<file path="config.mk">
export PLATFORM = sky130hd
export DESIGN_NAME = file_reg_write_control_flat
export DESIGN_NICKNAME = d
export VERILOG_FILES = /design/src/rtl/file_reg_write_control_if.sv /design/src/rtl/file_reg_write_control.sv /design/src/flat_wrapper.sv
export SDC_FILE = /design/constraint.sdc
export NUM_CORES = 1
export LEC_CHECK = 0
export CAP_MARGIN = 0
export CORE_MARGIN = 2
export CORE_UTILIZATION = 49
export CTS_CLUSTER_DIAMETER = 50
export CTS_CLUSTER_SIZE = 8
export DETAILED_ROUTE_END_ITERATION = 12
export PLACE_DENSITY_LB_ADDON = 0.08
export SLEW_MARGIN = 30
export SYNTH_ARGS = -nofsm -noshare
export SYNTH_HDL_FRONTEND = slang
export SYNTH_SLANG_ARGS = --single-unit
</file>
<file path="constraint.sdc">
create_clock -name clk -period 5.8 [get_ports clk]
set_input_delay 0.58 -clock clk [delete_from_list [all_inputs] [get_ports clk]]
set_output_delay 0.58 -clock clk [all_outputs]
set_load 0.005 [all_outputs]
</file>
<file path="src/rtl/file_reg_write_control_if.sv">
// Shared execute-state codes and the bus that connects the file-register
// block to the rest of the PIC16C5x core.
package file_reg_pkg;
  localparam int DATA_WIDTH    = 8;
  localparam int EX_STATE_BITS = 4;

  localparam logic [EX_STATE_BITS-1:0] EX_Q1       = 4'd0;
  localparam logic [EX_STATE_BITS-1:0] EX_Q2       = 4'd1;
  localparam logic [EX_STATE_BITS-1:0] EX_Q3       = 4'd2;
  localparam logic [EX_STATE_BITS-1:0] EX_Q4_CLRF  = 4'd3;
  localparam logic [EX_STATE_BITS-1:0] EX_Q4_MOVWF = 4'd4;
  localparam logic [EX_STATE_BITS-1:0] EX_Q4_BXF   = 4'd5;
  localparam logic [EX_STATE_BITS-1:0] EX_Q4_FSZ   = 4'd6;
  localparam logic [EX_STATE_BITS-1:0] EX_Q4_ELSE  = 4'd7;
  localparam logic [EX_STATE_BITS-1:0] EX_Q4_MOVF  = 4'd8;
  localparam logic [EX_STATE_BITS-1:0] EX_Q4_NOP   = 4'd9;
endpackage

// Handshake: there is no valid/ready pair on this bus. Inputs are sampled
// according to executeState; sfrWrEn is a registered single-cycle strobe
// that the owning SFR block must accept unconditionally, with sfrAddr and
// sfrWrData stable while it is high.
interface file_reg_write_control_if #(
  parameter int DATA_WIDTH    = file_reg_pkg::DATA_WIDTH,
  parameter int EX_STATE_BITS = file_reg_pkg::EX_STATE_BITS
);
  logic [7:0]               IR;
  logic [EX_STATE_BITS-1:0] executeState;
  logic [DATA_WIDTH-1:0]    aluResultIn;
  logic [DATA_WIDTH-1:0]    wRIn;
  logic [DATA_WIDTH-1:0]    sfrRdData;
  logic [DATA_WIDTH-1:0]    gprOut;
  logic [DATA_WIDTH-1:0]    fsrOut;
  logic [4:0]               sfrAddr;
  logic                     sfrWrEn;
  logic [DATA_WIDTH-1:0]    sfrWrData;

  modport master (
    output IR, executeState, aluResultIn, wRIn, sfrRdData,
    input  gprOut, fsrOut, sfrAddr, sfrWrEn, sfrWrData
  );

  modport slave (
    input  IR, executeState, aluResultIn, wRIn, sfrRdData,
    output gprOut, fsrOut, sfrAddr, sfrWrEn, sfrWrData
  );
endinterface

</file>
<file path="src/rtl/file_reg_write_control.sv">
// File-register operand fetch (Q2) and write-back (Q4) for the PIC16C5x
// core: GPR array 0x07-0x1F, FSR, INDF indirection, external SFR strobe.
module file_reg_write_control
  import file_reg_pkg::*;
(
  input  logic                      clk,
  input  logic                      rst_n,
  file_reg_write_control_if.slave   bus
);
  localparam int DW = DATA_WIDTH;

  logic [DW-1:0] gpr_q [7:31];
  logic [DW-1:0] gpr_d [7:31];
  logic [4:0]    fsr_q, fsr_d;
  logic [4:0]    addr_q, addr_d;
  logic [4:0]    sfr_addr_q, sfr_addr_d;
  logic [DW-1:0] gpr_out_q, gpr_out_d;
  logic          sfr_wr_en_q, sfr_wr_en_d;
  logic [DW-1:0] sfr_wr_data_q, sfr_wr_data_d;

  logic [4:0]    resolved;
  logic [DW-1:0] rd_data;
  logic          wr_req;
  logic [DW-1:0] wr_data;
  logic          unused_ir;

  assign unused_ir = ^bus.IR[7:6];

  // Registers at 0x01-0x03, 0x05, 0x06 live in other blocks.
  function automatic logic is_ext_sfr(input logic [4:0] a);
    return (a == 5'd1) || (a == 5'd2) || (a == 5'd3) ||
           (a == 5'd5) || (a == 5'd6);
  endfunction

  // Resolve INDF through FSR and select the read source for that address.
  always_comb begin
    resolved = (bus.IR[4:0] == 5'd0) ? fsr_q : bus.IR[4:0];
    rd_data  = '0;
    if (resolved >= 5'd7)        rd_data = gpr_q[resolved];
    else if (resolved == 5'd4)   rd_data = {3'b111, fsr_q};
    else if (is_ext_sfr(resolved)) rd_data = bus.sfrRdData;
  end

  // Decide whether this Q4 state writes f, and with what data.
  always_comb begin
    wr_req  = 1'b0;
    wr_data = '0;
    case (bus.executeState)
      EX_Q4_CLRF:  begin wr_req = 1'b1;      wr_data = '0;              end
      EX_Q4_MOVWF: begin wr_req = 1'b1;      wr_data = bus.wRIn;        end
      EX_Q4_BXF:   begin wr_req = 1'b1;      wr_data = bus.aluResultIn; end
      EX_Q4_FSZ,
      EX_Q4_ELSE:  begin wr_req = bus.IR[5]; wr_data = bus.aluResultIn; end
      EX_Q4_MOVF:  begin wr_req = bus.IR[5]; wr_data = gpr_out_q;       end
      default:     begin wr_req = 1'b0;      wr_data = '0;              end
    endcase
  end

  // Next-state: latch operand/address in Q2, route the Q4 write via addr_q
  // so an FSR update inside the same instruction cannot redirect it.
  always_comb begin
    gpr_d         = gpr_q;
    fsr_d         = fsr_q;
    addr_d        = addr_q;
    sfr_addr_d    = sfr_addr_q;
    gpr_out_d     = gpr_out_q;
    sfr_wr_en_d   = 1'b0;
    sfr_wr_data_d = sfr_wr_data_q;
    if (bus.executeState == EX_Q2) begin
      addr_d     = resolved;
      sfr_addr_d = resolved;
      gpr_out_d  = rd_data;
    end
    if (wr_req) begin
      if (addr_q >= 5'd7) begin
        gpr_d[addr_q] = wr_data;
      end else if (addr_q == 5'd4) begin
        fsr_d = wr_data[4:0];
      end else if (is_ext_sfr(addr_q)) begin
        sfr_wr_en_d   = 1'b1;
        sfr_wr_data_d = wr_data;
      end
    end
  end

  // State registers; reset clears everything and drops any pending write.
  always_ff @(posedge clk or negedge rst_n) begin
    if (!rst_n) begin
      for (int i = 7; i <= 31; i++) gpr_q[i] <= '0;
      fsr_q         <= '0;
      addr_q        <= '0;
      sfr_addr_q    <= '0;
      gpr_out_q     <= '0;
      sfr_wr_en_q   <= 1'b0;
      sfr_wr_data_q <= '0;
    end else begin
      gpr_q         <= gpr_d;
      fsr_q         <= fsr_d;
      addr_q        <= addr_d;
      sfr_addr_q    <= sfr_addr_d;
      gpr_out_q     <= gpr_out_d;
      sfr_wr_en_q   <= sfr_wr_en_d;
      sfr_wr_data_q <= sfr_wr_data_d;
    end
  end

  assign bus.gprOut    = gpr_out_q;
  assign bus.fsrOut    = {3'b111, fsr_q};
  assign bus.sfrAddr   = sfr_addr_q;
  assign bus.sfrWrEn   = sfr_wr_en_q;
  assign bus.sfrWrData = sfr_wr_data_q;
endmodule
</file>
<file path="src/flat_wrapper.sv">
// flat-port wrapper written by rule: the top's interface ports become plain ports
module file_reg_write_control_flat import file_reg_pkg::*;
  (clk, rst_n, bus_IR, bus_executeState, bus_aluResultIn, bus_wRIn, bus_sfrRdData, bus_gprOut, bus_fsrOut, bus_sfrAddr, bus_sfrWrEn, bus_sfrWrData);
  file_reg_write_control_if bus_i ();
  input  logic clk;
  input  logic rst_n;
  input wire logic [$bits(bus_i.IR)-1:0] bus_IR;
  input wire logic [$bits(bus_i.executeState)-1:0] bus_executeState;
  input wire logic [$bits(bus_i.aluResultIn)-1:0] bus_aluResultIn;
  input wire logic [$bits(bus_i.wRIn)-1:0] bus_wRIn;
  input wire logic [$bits(bus_i.sfrRdData)-1:0] bus_sfrRdData;
  output wire logic [$bits(bus_i.gprOut)-1:0] bus_gprOut;
  output wire logic [$bits(bus_i.fsrOut)-1:0] bus_fsrOut;
  output wire logic [$bits(bus_i.sfrAddr)-1:0] bus_sfrAddr;
  output wire logic [$bits(bus_i.sfrWrEn)-1:0] bus_sfrWrEn;
  output wire logic [$bits(bus_i.sfrWrData)-1:0] bus_sfrWrData;
  assign bus_i.IR = bus_IR;
  assign bus_i.executeState = bus_executeState;
  assign bus_i.aluResultIn = bus_aluResultIn;
  assign bus_i.wRIn = bus_wRIn;
  assign bus_i.sfrRdData = bus_sfrRdData;
  assign bus_gprOut = bus_i.gprOut;
  assign bus_fsrOut = bus_i.fsrOut;
  assign bus_sfrAddr = bus_i.sfrAddr;
  assign bus_sfrWrEn = bus_i.sfrWrEn;
  assign bus_sfrWrData = bus_i.sfrWrData;
  file_reg_write_control u_core (.clk(clk), .rst_n(rst_n), .bus(bus_i));
endmodule
</file>
==> results of run 1 <==
final timing paths:
check	end	slack (ps)	depth (start not counted)
worst max-delay path	u_core.bus.gprOut[7]$_DFFE_PN0N_	2090	8
worst min-delay path	u_core.gpr_q[95]$_DFFE_PN0P_	80	1
worst max register to register	u_core.bus.gprOut[2]$_DFFE_PN0N_	2540	7
worst min register to register	u_core.gpr_q[49]$_DFFE_PN0P_	480	1
max in group asynchronous	u_core.gpr_q[123]$_DFFE_PN0P_	4560	2
min in group clk	u_core.gpr_q[49]$_DFFE_PN0P_	480	1
power by group:
group          leakage, nW  internal (W)  switching [W]
clock                0.479       0.00116       0.000663
combinational         2.39      0.000398       0.000309
sequential            3.10       0.00182       0.000159
per-layer routing:
| layer | vias to the layer above | GRT usage (%) |
|---|---|---|
| li1 | 3035 | - |
| met1 | 3576 | 34.6 |
| met2 | 237 | 39.2 |
| met3 | 53 | 4.58 |
| met4 | 0 | 6.85 |
| met5 | - | 0 |
cell usage after synthesis, types with 6 or more instances:
library cell | n | share of area (%)
mux2_2 | 202 | 21
a22oi_1 | 11 | 0.77
nand2_4 | 6 | 0.63
nor3_1 | 9 | 0.42
a21oi_1 | 13 | 0.60
o21ai_1 | 10 | 0.46
mux2_1 | 10 | 1.0
o21ai_0 | 7 | 0.32
clkbuf_1 | 35 | 1.2
mux2i_1 | 17 | 1.6
a31oi_1 | 6 | 0.35
nand2_1 | 55 | 1.9
dfrtp_1 | 227 | 53
buf_2 | 11 | 0.51
nand3_1 | 8 | 0.37
mux4_2 | 42 | 8.8
nor2_1 | 25 | 0.87
stage by stage:
step / utilization (%) / power, W / hold slack, ps / instance area (um2)
2_1_floorplan: - / 0.00239 / 284 / 10800
3_3_place_gp: 54.0 / 0.00267 / 468 / 11700
3_5_place_dp: 54.2 / 0.00271 / 480 / 11800
4_1_cts: 58.8 / 0.00455 / 109 / 12700
5_1_grt: 58.8 / 0.00471 / 140 / 12800
6_report: 58.8 / 0.00451 / 76.2 / 12800
layout make-up:
class / instances / area [um2] / area share, %
repair buffers: 78 / 756 / 5.92
clock inverters: 4 / 62.6 / 0.490
flip-flops and latches: 227 / 5680 / 44.5
clock buffers: 39 / 922 / 7.23
multi-input cells: 495 / 4970 / 38.9
inverters: 5 / 18.8 / 0.147
well taps: 280 / 350 / 2.75
worst max-delay path, delay by kind of cell:
family	cells	cell delay (ps)
simple gates	1	690
compound gates	4	1480
buf+inv	2	910
mux	1	370
flip-flops by register name (all words and copies together) (netlist names):
| register | count |
|---|---|
| u_core.fsr_q | 5 |
| u_core.gpr_q | 200 |
| u_core.addr_q | 5 |
| u_core.bus.sfrWrEn | 1 |
| u_core.bus.sfrWrData | 8 |
| u_core.bus.gprOut | 8 |
cells by family after synthesis:
| logic type | after synthesis | share of synthesized area [%] |
|---|---|---|
| other cells | 1 | 0.0348 |
| mux | 271 | 32.5 |
| flops | 227 | 52.7 |
| buf+inv | 57 | 2.33 |
| compound gates | 91 | 6.01 |
| simple gates | 130 | 6.48 |
==> flow_metrics.env, run 1 <==
export IMPL_period_share_pct=63.9
export IMPL_drv_cap=0
export IMPL_place_ws_ps=1570
export IMPL_power_leakage_nw=5.97
export IMPL_setup_tns_ps=0
export IMPL_clockRootBuffer="clkbuf_16"
export IMPL_clock_latency_ps=500
export IMPL_synth_warnings=0
export IMPL_synth_edff_count=0
export IMPL_fin_skew_ps=15.2
export IMPL_dpl_hpwl_mm=18.6
export IMPL_ys_types=59
export IMPL_clk_pin_slew_ps=50
export IMPL_wl_met1_mm=12.3
export IMPL_tightest_slew_ps=1080
export IMPL_crit_start="bus_IR[0]"
export IMPL_grt_util_all_layers_pct=24.5
export IMPL_drt_wirelength_per_cell_um=24.7
export IMPL_dr_wl_met2_mm=13.3
export IMPL_wirelength_mm=27.8
export IMPL_cp_max_fo=18
export IMPL_routabilityCongestion=0.873
export IMPL_dr_wl_met3_mm=1.60
export IMPL_ys_seq_area_share_pct=52.7
export IMPL_drv_slew=0
export IMPL_drt_iter0_markers=519
export IMPL_crit_chain="clkdlybuf4s50_1, nor2_1, a31o_2, buf_4, mux4_2, a22oi_1, o311a_1, a31oi_1"
export IMPL_grt_pass1_wl_mm=43.5
export IMPL_required_ps=6150
export IMPL_grt_max_degree=139
export IMPL_cts_setup_buffers=0
export IMPL_drt_pass1_iter_count=7
export IMPL_ys_ff_latch=227
export IMPL_nNetsFinal=880
export IMPL_vias_per_cell=6.12
export IMPL_finalSetupViolations=0
export IMPL_clock_fmax_ghz=0.270
export IMPL_cp_slowest_cell="a31o_2"
export IMPL_die_w_um=152
export IMPL_fin_cells=1128
export IMPL_setup_ws_ps=2090
export IMPL_cts_hold_buf=0
export IMPL_drtAntennaViolNets=0
export IMPL_io_pins=68
export IMPL_crit_reg2reg_launch="u_core.fsr_q[0]$_DFFE_PN0P_"
export IMPL_critPathKind="input pin to flip-flop"
export IMPL_numCtsBuffers=35
export IMPL_grt_pass1_vias=7298
export IMPL_portBuffers=62
export IMPL_highest_layer="met4"
export IMPL_slew_headroom_pct=27.3
export IMPL_antenna_found_initial=0
export IMPL_status="finished, final reports clean"
export IMPL_cp_end_kind="flip-flop"
export IMPL_post_place_cells=1085
export IMPL_post_cts_resized=0
export IMPL_synth_ff_type="dfrtp_1"
export IMPL_nFillCells=1728
export IMPL_rsz0062_at_grt="false"
export IMPL_clockBufferDepth=3
export IMPL_htreeDepth=2
export IMPL_period_needed_ps=3710
export IMPL_synth_area_mm2=0.0108
export IMPL_synthArstFlopShare_pct=100
export IMPL_dr_total_vias=6901
export IMPL_layout_drive_gt1_share_pct=39.5
export IMPL_peakVddDrop_mv=0.271
export IMPL_gr_total_overflow=0
export IMPL_syn_avg_cell_area_um2=13.9
export IMPL_startpoint_type="input pin"
export IMPL_area_growth_pct=18.3
export IMPL_clock_sinks=227
export IMPL_die_h_um=152
export IMPL_cellPowerDensity_mw_per_mm2=353
export IMPL_arrival_ps=4060
export IMPL_initial_utilization_pct=49.7
export IMPL_hold_viol_final=0
export IMPL_core_area_mm2=0.0217
export IMPL_die_area_mm2=0.0232
export IMPL_slowest_delay_ps=710
export IMPL_postSynthCellCount=777
export IMPL_layout_commonest_cell="dfrtp_1"
export IMPL_antenna_diode_count=0
export IMPL_row_count=54
export IMPL_final_cell_mix="dfrtp_1 (227), mux2_2 (202), clkdlybuf4s50_1 (61)"
export IMPL_cts_tree="built"
export IMPL_hp_class="input pin to asynchronous set/reset pin"
export IMPL_drc=0
Power figures use the tool's default switching activity.
==> run 2, diff against run 1 <==
==> constraint.sdc (replaced) <==
create_clock -name clk -period 3.38 [get_ports clk]
set_input_delay 0.338 -clock clk [delete_from_list [all_inputs] [get_ports clk]]
set_output_delay 0.338 -clock clk [all_outputs]
set_load 0.005 [all_outputs]
==> run 2 against run 1 <==
- combinational power is 75% higher
- non-clock buffer count is 28 higher
- flip-flop and latch count stayed put
- clock power is 63% higher
- critical endpoint is now u_core.gpr_q[137]$_DFFE_PN0P_
==> flow_metrics.env, run 2 (same netlist as run 1, synthesis figures left out) <==
export IMPL_status="finished, final reports clean"
export IMPL_power_leakage_nw=6.09
export IMPL_cp_end_kind="flip-flop"
export IMPL_required_ps=3750
export IMPL_area_growth_pct=19.8
export IMPL_period_share_pct=83.8
export IMPL_clockBufferDepth=3
export IMPL_drt_iter0_markers=495
export IMPL_die_area_mm2=0.0232
export IMPL_cts_setup_buffers=0
export IMPL_rsz0062_at_grt="false"
export IMPL_layout_commonest_cell="dfrtp_1"
export IMPL_cellPowerDensity_mw_per_mm2=589
export IMPL_startpoint_type="input pin"
export IMPL_holdWs_ps=471
export IMPL_hp_class="input pin to asynchronous set/reset pin"
export IMPL_drt_pass1_iter_count=5
export IMPL_hold_viol_final=0
export IMPL_wirelength_mm=28.4
export IMPL_antenna_diode_count=0
export IMPL_clock_sinks=227
export IMPL_drt_wirelength_per_cell_um=24.6
export IMPL_clock_latency_ps=500
export IMPL_setup_ws_ps=548
export IMPL_io_pins=68
export IMPL_initial_utilization_pct=49.7
export IMPL_period_needed_ps=2830
export IMPL_fin_skew_ps=9.31
export IMPL_cp_max_fo=8
export IMPL_cts_hold_buf=1
export IMPL_slowest_delay_ps=780
export IMPL_dr_wl_met2_mm=13.3
export IMPL_final_cell_mix="dfrtp_1 (227), mux2_2 (202), clkdlybuf4s50_1 (61)"
export IMPL_drc=0
export IMPL_antenna_found_initial=0
export IMPL_dpl_hpwl_mm=19.2
export IMPL_wl_met1_mm=12.2
export IMPL_grt_pass1_vias=7451
export IMPL_die_h_um=152
export IMPL_portBuffers=62
export IMPL_dr_total_vias=7069
export IMPL_grt_pass1_wl_mm=44.3
export IMPL_grt_max_degree=98
export IMPL_numCtsBuffers=34
export IMPL_drtAntennaViolNets=0
export IMPL_layout_drive_gt1_share_pct=41.0
export IMPL_critPathKind="input pin to flip-flop"
export IMPL_nNetsFinal=907
export IMPL_largest_reg_flops=200
export IMPL_dr_wl_met3_mm=1.70
export IMPL_drv_slew=0
export IMPL_routabilityCongestion=0.920
export IMPL_htreeDepth=2
export IMPL_row_count=54
export IMPL_clk_pin_slew_ps=50
export IMPL_place_ws_ps=139
export IMPL_top_register="u_core.gpr_q"
export IMPL_clock_fmax_ghz=0.353
export IMPL_tightest_slew_ps=958
export IMPL_slew_headroom_pct=35.6
export IMPL_crit_chain="clkdlybuf4s50_1, nand3b_1, a21oi_1, nor2_2, nor4b_2, nand2_1, mux2_2"
export IMPL_finalSetupViolations=0
export IMPL_drv_cap=0
export IMPL_crit_family="simple AND/OR/NAND/NOR gates"
export IMPL_vias_per_cell=6.13
export IMPL_core_area_mm2=0.0217
export IMPL_cp_slowest_cell="nor4b_2"
export IMPL_clockRootBuffer="clkbuf_16"
export IMPL_cts_tree="built"
export IMPL_grt_util_all_layers_pct=24.9
export IMPL_arrival_ps=3200
export IMPL_highest_layer="met4"
export IMPL_path_buf_inv=1
export IMPL_peakVddDrop_mv=0.291
export IMPL_die_w_um=152
export IMPL_gr_total_overflow=0
export IMPL_post_cts_resized=0
==> run 2: metrics by stage <==
stage          TNS (ps)  std cells  power [W]  utilization, %  instance area, um2
6_report              0       1153    0.00761            59.6               12900
5_1_grt               0       1153    0.00793            59.6               12900
4_1_cts               0       1153    0.00767            59.5               12900
3_5_place_dp          0       1112    0.00468            55.2               12000
3_3_place_gp      -82.7       1112    0.00461            55.2               12000
2_1_floorplan         0        779    0.00410               -               10800
==> run 2: final cells by class <==
| class | instances | area, um2 |
|---|---|---|
| fill | 1722 | 8770 |
| sequential | 227 | 5680 |
| multi-input combinational | 495 | 4930 |
| timing repair buffer | 106 | 1020 |
| clock buffer | 37 | 882 |
| tap | 280 | 350 |
| clock inverter | 3 | 33.8 |
| inverter | 5 | 18.8 |
==> run 2: path summary, 6_finish.rpt <==
kind                                                     to  cells after the start  slack, ps                         start
max in group asynchronous     u_core.gpr_q[158]$_DFFE_PN0P_                      3       2050                         rst_n
hold reg to reg                u_core.gpr_q[52]$_DFFE_PN0P_                      1        490  u_core.gpr_q[52]$_DFFE_PN0P_
setup reg to reg           u_core.bus.gprOut[7]$_DFFE_PN0N_                      7        570   u_core.fsr_q[1]$_DFFE_PN0P_
setup / recovery              u_core.gpr_q[137]$_DFFE_PN0P_                      7        550           bus_executeState[1]
min in group clk               u_core.gpr_q[52]$_DFFE_PN0P_                      1        490  u_core.gpr_q[52]$_DFFE_PN0P_
hold / removal                 u_core.gpr_q[87]$_DFFE_PN0P_                      2        470                         rst_n
==> run 2: routing by layer <==
layer  global-route usage [%]  vias to the layer above
li1                         -                     3077
met1                     34.3                     3676
met2                     39.2                      248
met3                     4.86                       68
met4                     10.4                        0
met5                        0                        -
==> run 2: worst register-to-register path, cell delays in order (launching register included) <==
cell and delay (ps):
dfrtp_1 440, nor2b_1 190, a21o_1 320, buf_4 220, nor3_1 790, a22oi_1 370, o311a_1 250, a31oi_1 170
==> run 2: report_power, final <==
part           switching [W]  total (W)  internal (W)
clock network        0.00113    0.00296       0.00183
registers           0.000277    0.00341       0.00313
logic               0.000529    0.00124      0.000710
total                0.00194    0.00761       0.00567
==> RTL change 1, RTL diff (settings of run 1) <==
Reset style: synchronous (`rst_n`), changed in one clocked block.
--- a/src/rtl/file_reg_write_control.sv
+++ b/src/rtl/file_reg_write_control.sv
@@ -85,5 +85,5 @@
 
   // State registers; reset clears everything and drops any pending write.
-  always_ff @(posedge clk or negedge rst_n) begin
+  always_ff @(posedge clk) begin
     if (!rst_n) begin
       for (int i = 7; i <= 31; i++) gpr_q[i] <= '0;
Formal check against the unedited RTL: differs if rst_n is asserted again (counterexample within 4 cycles, from zero or initial values and one cycle with rst_n low); with rst_n held inactive, the same outputs for 4 cycles.
==> RTL change 1 against run 1 <==
  * Sequential cell count stayed put
  * Design area decreased by 4.0%
  * Via count up 22%
  * Clock skew is 0.0037 ns higher
  * Synthesized area decreased by 2.1%
  * Setup slack improved by 0.12 ns
  * Wire length up 8.0%
  * Critical path type unchanged
  * Highest routed layer unchanged
Power is not compared: it rests on default switching activity, and its combinational part moved more than twofold at a synthesized area within 25%.
==> RTL change 1: results <==
metrics = {
    "run_status": {
        "status": "complete, no violations",
    },
    "routing": {
        "drtPass1Iterations": 7,
        "vias": 8433,
        "post_drt_wl_per_cell_um": 20.8,
        "drt-initial-drc-count": 690,
    },
    "synthesis": {
        "synth_commonest_cells": "nor2_1, dfxtp_1, mux2i_1, nand2_1, a21oi_1",
        "synthTopCellsByArea": "dfxtp_1, mux2i_1, nor2_1",
        "yosysUniqueCellTypes": 67,
        "ys.flop_type": "dfxtp_1",
        "ys_async_sr_fraction_pct": 0,
        "yosysWarnings": 0,
        "synth_area_per_cell_um2": 9.30,
        "ys_seq_area_share_pct": 43.0,
    },
    "setup_path": {
        "critical_path_peak_fanout": 35,
        "path_delay_family": "buffers and inverters",
        "rrSetupSlack_ns": 2.56,
        "crit_slowest_cell": "clkdlybuf4s50_1",
        "worstPathArrival_ns": 3.95,
        "startpoint": "bus_IR[2]",
        "r2r-end": "u_core.bus.gprOut[3]",
        "r2r-start": "u_core.fsr_q[1]",
    },
    "cells_and_area": {
        "nFillCells": 1884,
        "largest_register": "u_core.gpr_q",
        "finalNonFillerCells": 1442,
        "nets": 1199,
        "multi_input_area_um2": 5590,
        "drive_gt1_share_pct": 10.1,
    },
    "pwr": {
        "comb_power_w": 0.000227,
        "swShare_pct": 23.0,
        "clkPwrFrac_pct": 49.9,
        "ir_drop_uv": 174,
    },
    "placed_design": {
        "hpwlAfterDp_um": 18900,
        "routabilityCongestion": 0.882,
        "place_ws_ns": 1.74,
        "placed_cell_area_um2": 11300,
    },
    "timing": {
        "relSlewSlack_pct": 31.2,
        "whs_ns": 0.483,
        "period_share_pct": 61.9,
        "skew_ns": 0.0189,
    },
    "clock_tree": {
        "clockBufferDepth": 3,
        "cts_htree_levels": 2,
        "cts_buffers": 35,
        "cts-root-buf": "clkbuf_16",
    },
    "grt": {
        "grt_pass1_vias": 8048,
        "grt_max_degree": 130,
        "grt_pass1_wl_um": 46200,
        "grtUsageTotal_pct": 26.7,
    },
    "worst_hold_path": {
        "min_path_type": "register to register",
    },
}
RTL change 1: routing by layer:
layer	routed length, µm	part of all wire [%]	track usage (%)
met5	0	0	0
met1	13800	46	37.4
met4	853	2.8	9.21
met3	2090	7.0	5.27
met2	13300	44	41.3
RTL change 1: logic make-up (layout without fill, tap and decap cells):
family	after synthesis	in the layout	synth area share (%)
AOI/OAI and AO/OA	165	165	10.6
buffers and inverters	101	130	4.81
DFF	227	227	43.0
other	1	3	0.0355
and+or+nand+nor	421	421	17.4
muxes	221	221	24.2
RTL change 1: area by class of cell:
cell class                 count  share of cell area, %
sequential                   227                   37.1
multi-input combinational    810                   45.6
clock inverter                 4                  0.306
tap                          275                   2.81
timing repair buffer          85                   6.47
inverter                       2                  0.123
clock buffer                  39                   7.61
RTL change 1: worst register-to-register path: cells and delay by family, from the launching register on:
| family | cells | cell delay (ns) |
|---|---|---|
| muxes | 1 | 0.39 |
| DFF | 1 | 0.46 |
| and+or+nand+nor | 4 | 0.81 |
| AOI/OAI and AO/OA | 2 | 1.49 |
==> RTL change 2, RTL diff (flow settings as in run 1) <==
Without the edit above. Set the package constant `EX_STATE_BITS` to 6 (it was 4).
--- a/src/rtl/file_reg_write_control_if.sv
+++ b/src/rtl/file_reg_write_control_if.sv
@@ -3,5 +3,5 @@
 package file_reg_pkg;
   localparam int DATA_WIDTH    = 8;
-  localparam int EX_STATE_BITS = 4;
+  localparam int EX_STATE_BITS = 6;
 
   localparam logic [EX_STATE_BITS-1:0] EX_Q1       = 4'd0;
Interface: changed (resized bus_executeState); port bits go from 68 to 70. No check against the original RTL was run, so the function may have changed too.
==> RTL change 2 against run 1 <==
  * Total power decreased by 8.4%
  * Design area decreased by 4.2%
  * Sequential power decreased by 8%
  * Setup slack improved by 0.18 ns
  * Combinational power decreased by 36%
  * Sequential cell count unchanged
  * Wire length increased by 9.2%
  * Synthesized area decreased by 3.8%
==> RTL change 2: results <==
metrics = {
    "cells_and_area": {
        "drive_gt1_share_pct": 8.37,
        "bufAreaShareNonClock_pct": 6.71,
        "multi_input_area_share_pct": 35.9,
        "n_all_buffers": 86,
        "sh_seq_area_pct": 46.4,
        "nFillCells": 1910,
        "design_area_um2": 12200,
        "n_sequential_cell": 227,
        "inverters": 4,
        "clk_share_pct": 8.03,
    },
    "routing": {
        "post_drt_wl_per_cell_um": 20.7,
        "drtPass1Iterations": 5,
        "viasPerCell": 5.87,
        "drt-initial-drc-count": 674,
        "vias": 8629,
    },
    "floorplanning": {
        "core_um2": 20900,
    },
    "placed_design": {
        "io_buffers": 64,
        "placed_cell_area_um2": 11200,
        "routabilityCongestion": 0.857,
    },
    "setup_path": {
        "crit_slowest_cell": "clkdlybuf4s50_1",
        "critical_path_peak_fanout": 11,
        "max_stage_delay_ns": 0.68,
    },
    "run_status": {
        "status": "complete, no violations",
    },
    "pwr": {
        "p_leak_nw": 5.21,
        "pwr-share-seq_pct": 44.3,
        "ir_drop_uv": 217,
        "p_per_area_nw_per_um2": 338,
    },
    "timing": {
        "skew_ns": 0.0134,
    },
    "synthesis": {
        "ys_seq_area_share_pct": 54.7,
        "synth_commonest_cells": "nand2_1, dfrtp_1, a21oi_1, nor2_1, o21ai_0",
    },
    "grt": {
        "grtUsageTotal_pct": 27.9,
        "grt_max_degree": 124,
        "grt_pass1_vias": 8287,
        "grt_pass1_wl_um": 47300,
    },
}
[RTL change 2: cell types whose count changed after synthesis, moves of 10 or more]
cell	delta
mux4_2	-34
clkbuf_1	+28
o21ai_0	+117
nand3_1	+22
buf_2	+10
a21oi_1	+115
mux2_2	-202
nand2_1	+200
nor2_1	+101
a221oi_1	+10
mux2_1	-10
[RTL change 2: final timing paths]
kind / from / end / slack [ns] / cells past startpoint
max in group asynchronous: rst_n / u_core.fsr_q[1] / 4.50 / 2
max reg2reg: u_core.fsr_q[0] / u_core.bus.gprOut[7] / 2.67 / 6
max: bus_IR[1] / u_core.bus.gprOut[7] / 2.27 / 8
min reg2reg: u_core.gpr_q[139] / u_core.gpr_q[139] / 0.48 / 2
min: rst_n / u_core.gpr_q[36] / 0.1 / 1
min in group clk: u_core.gpr_q[139] / u_core.gpr_q[139] / 0.48 / 2
[RTL change 2: cell families after synthesis]
family / after synthesis / share of synthesized area (%)
AND/OR/NAND/NOR: 473 / 19.5
AO/OA/AOI/OAI: 341 / 18.9
flip-flops: 227 / 54.7
buffers and inverters: 93 / 3.76
multiplexers: 20 / 3.05
other: 1 / 0.0361
[RTL change 2: routing by layer]
| metal | global-route usage [%] | up-vias | share of wire [%] |
|---|---|---|---|
| met4 | 10.2 | 0 | 2.7 |
| met1 | 40.1 | 4169 | 46 |
| met2 | 41.3 | 316 | 44 |
| met5 | 0 | - | 0 |
| li1 | - | 4088 | - |
| met3 | 6.59 | 56 | 7.8 |
[RTL change 2: worst max-delay path, delay by kind of cell]
family | cells | cell delay [ns]
AO/OA/AOI/OAI | 3 | 1.45
buffers and inverters | 3 | 1.14
multiplexers | 1 | 0.56
AND/OR/NAND/NOR | 1 | 0.13
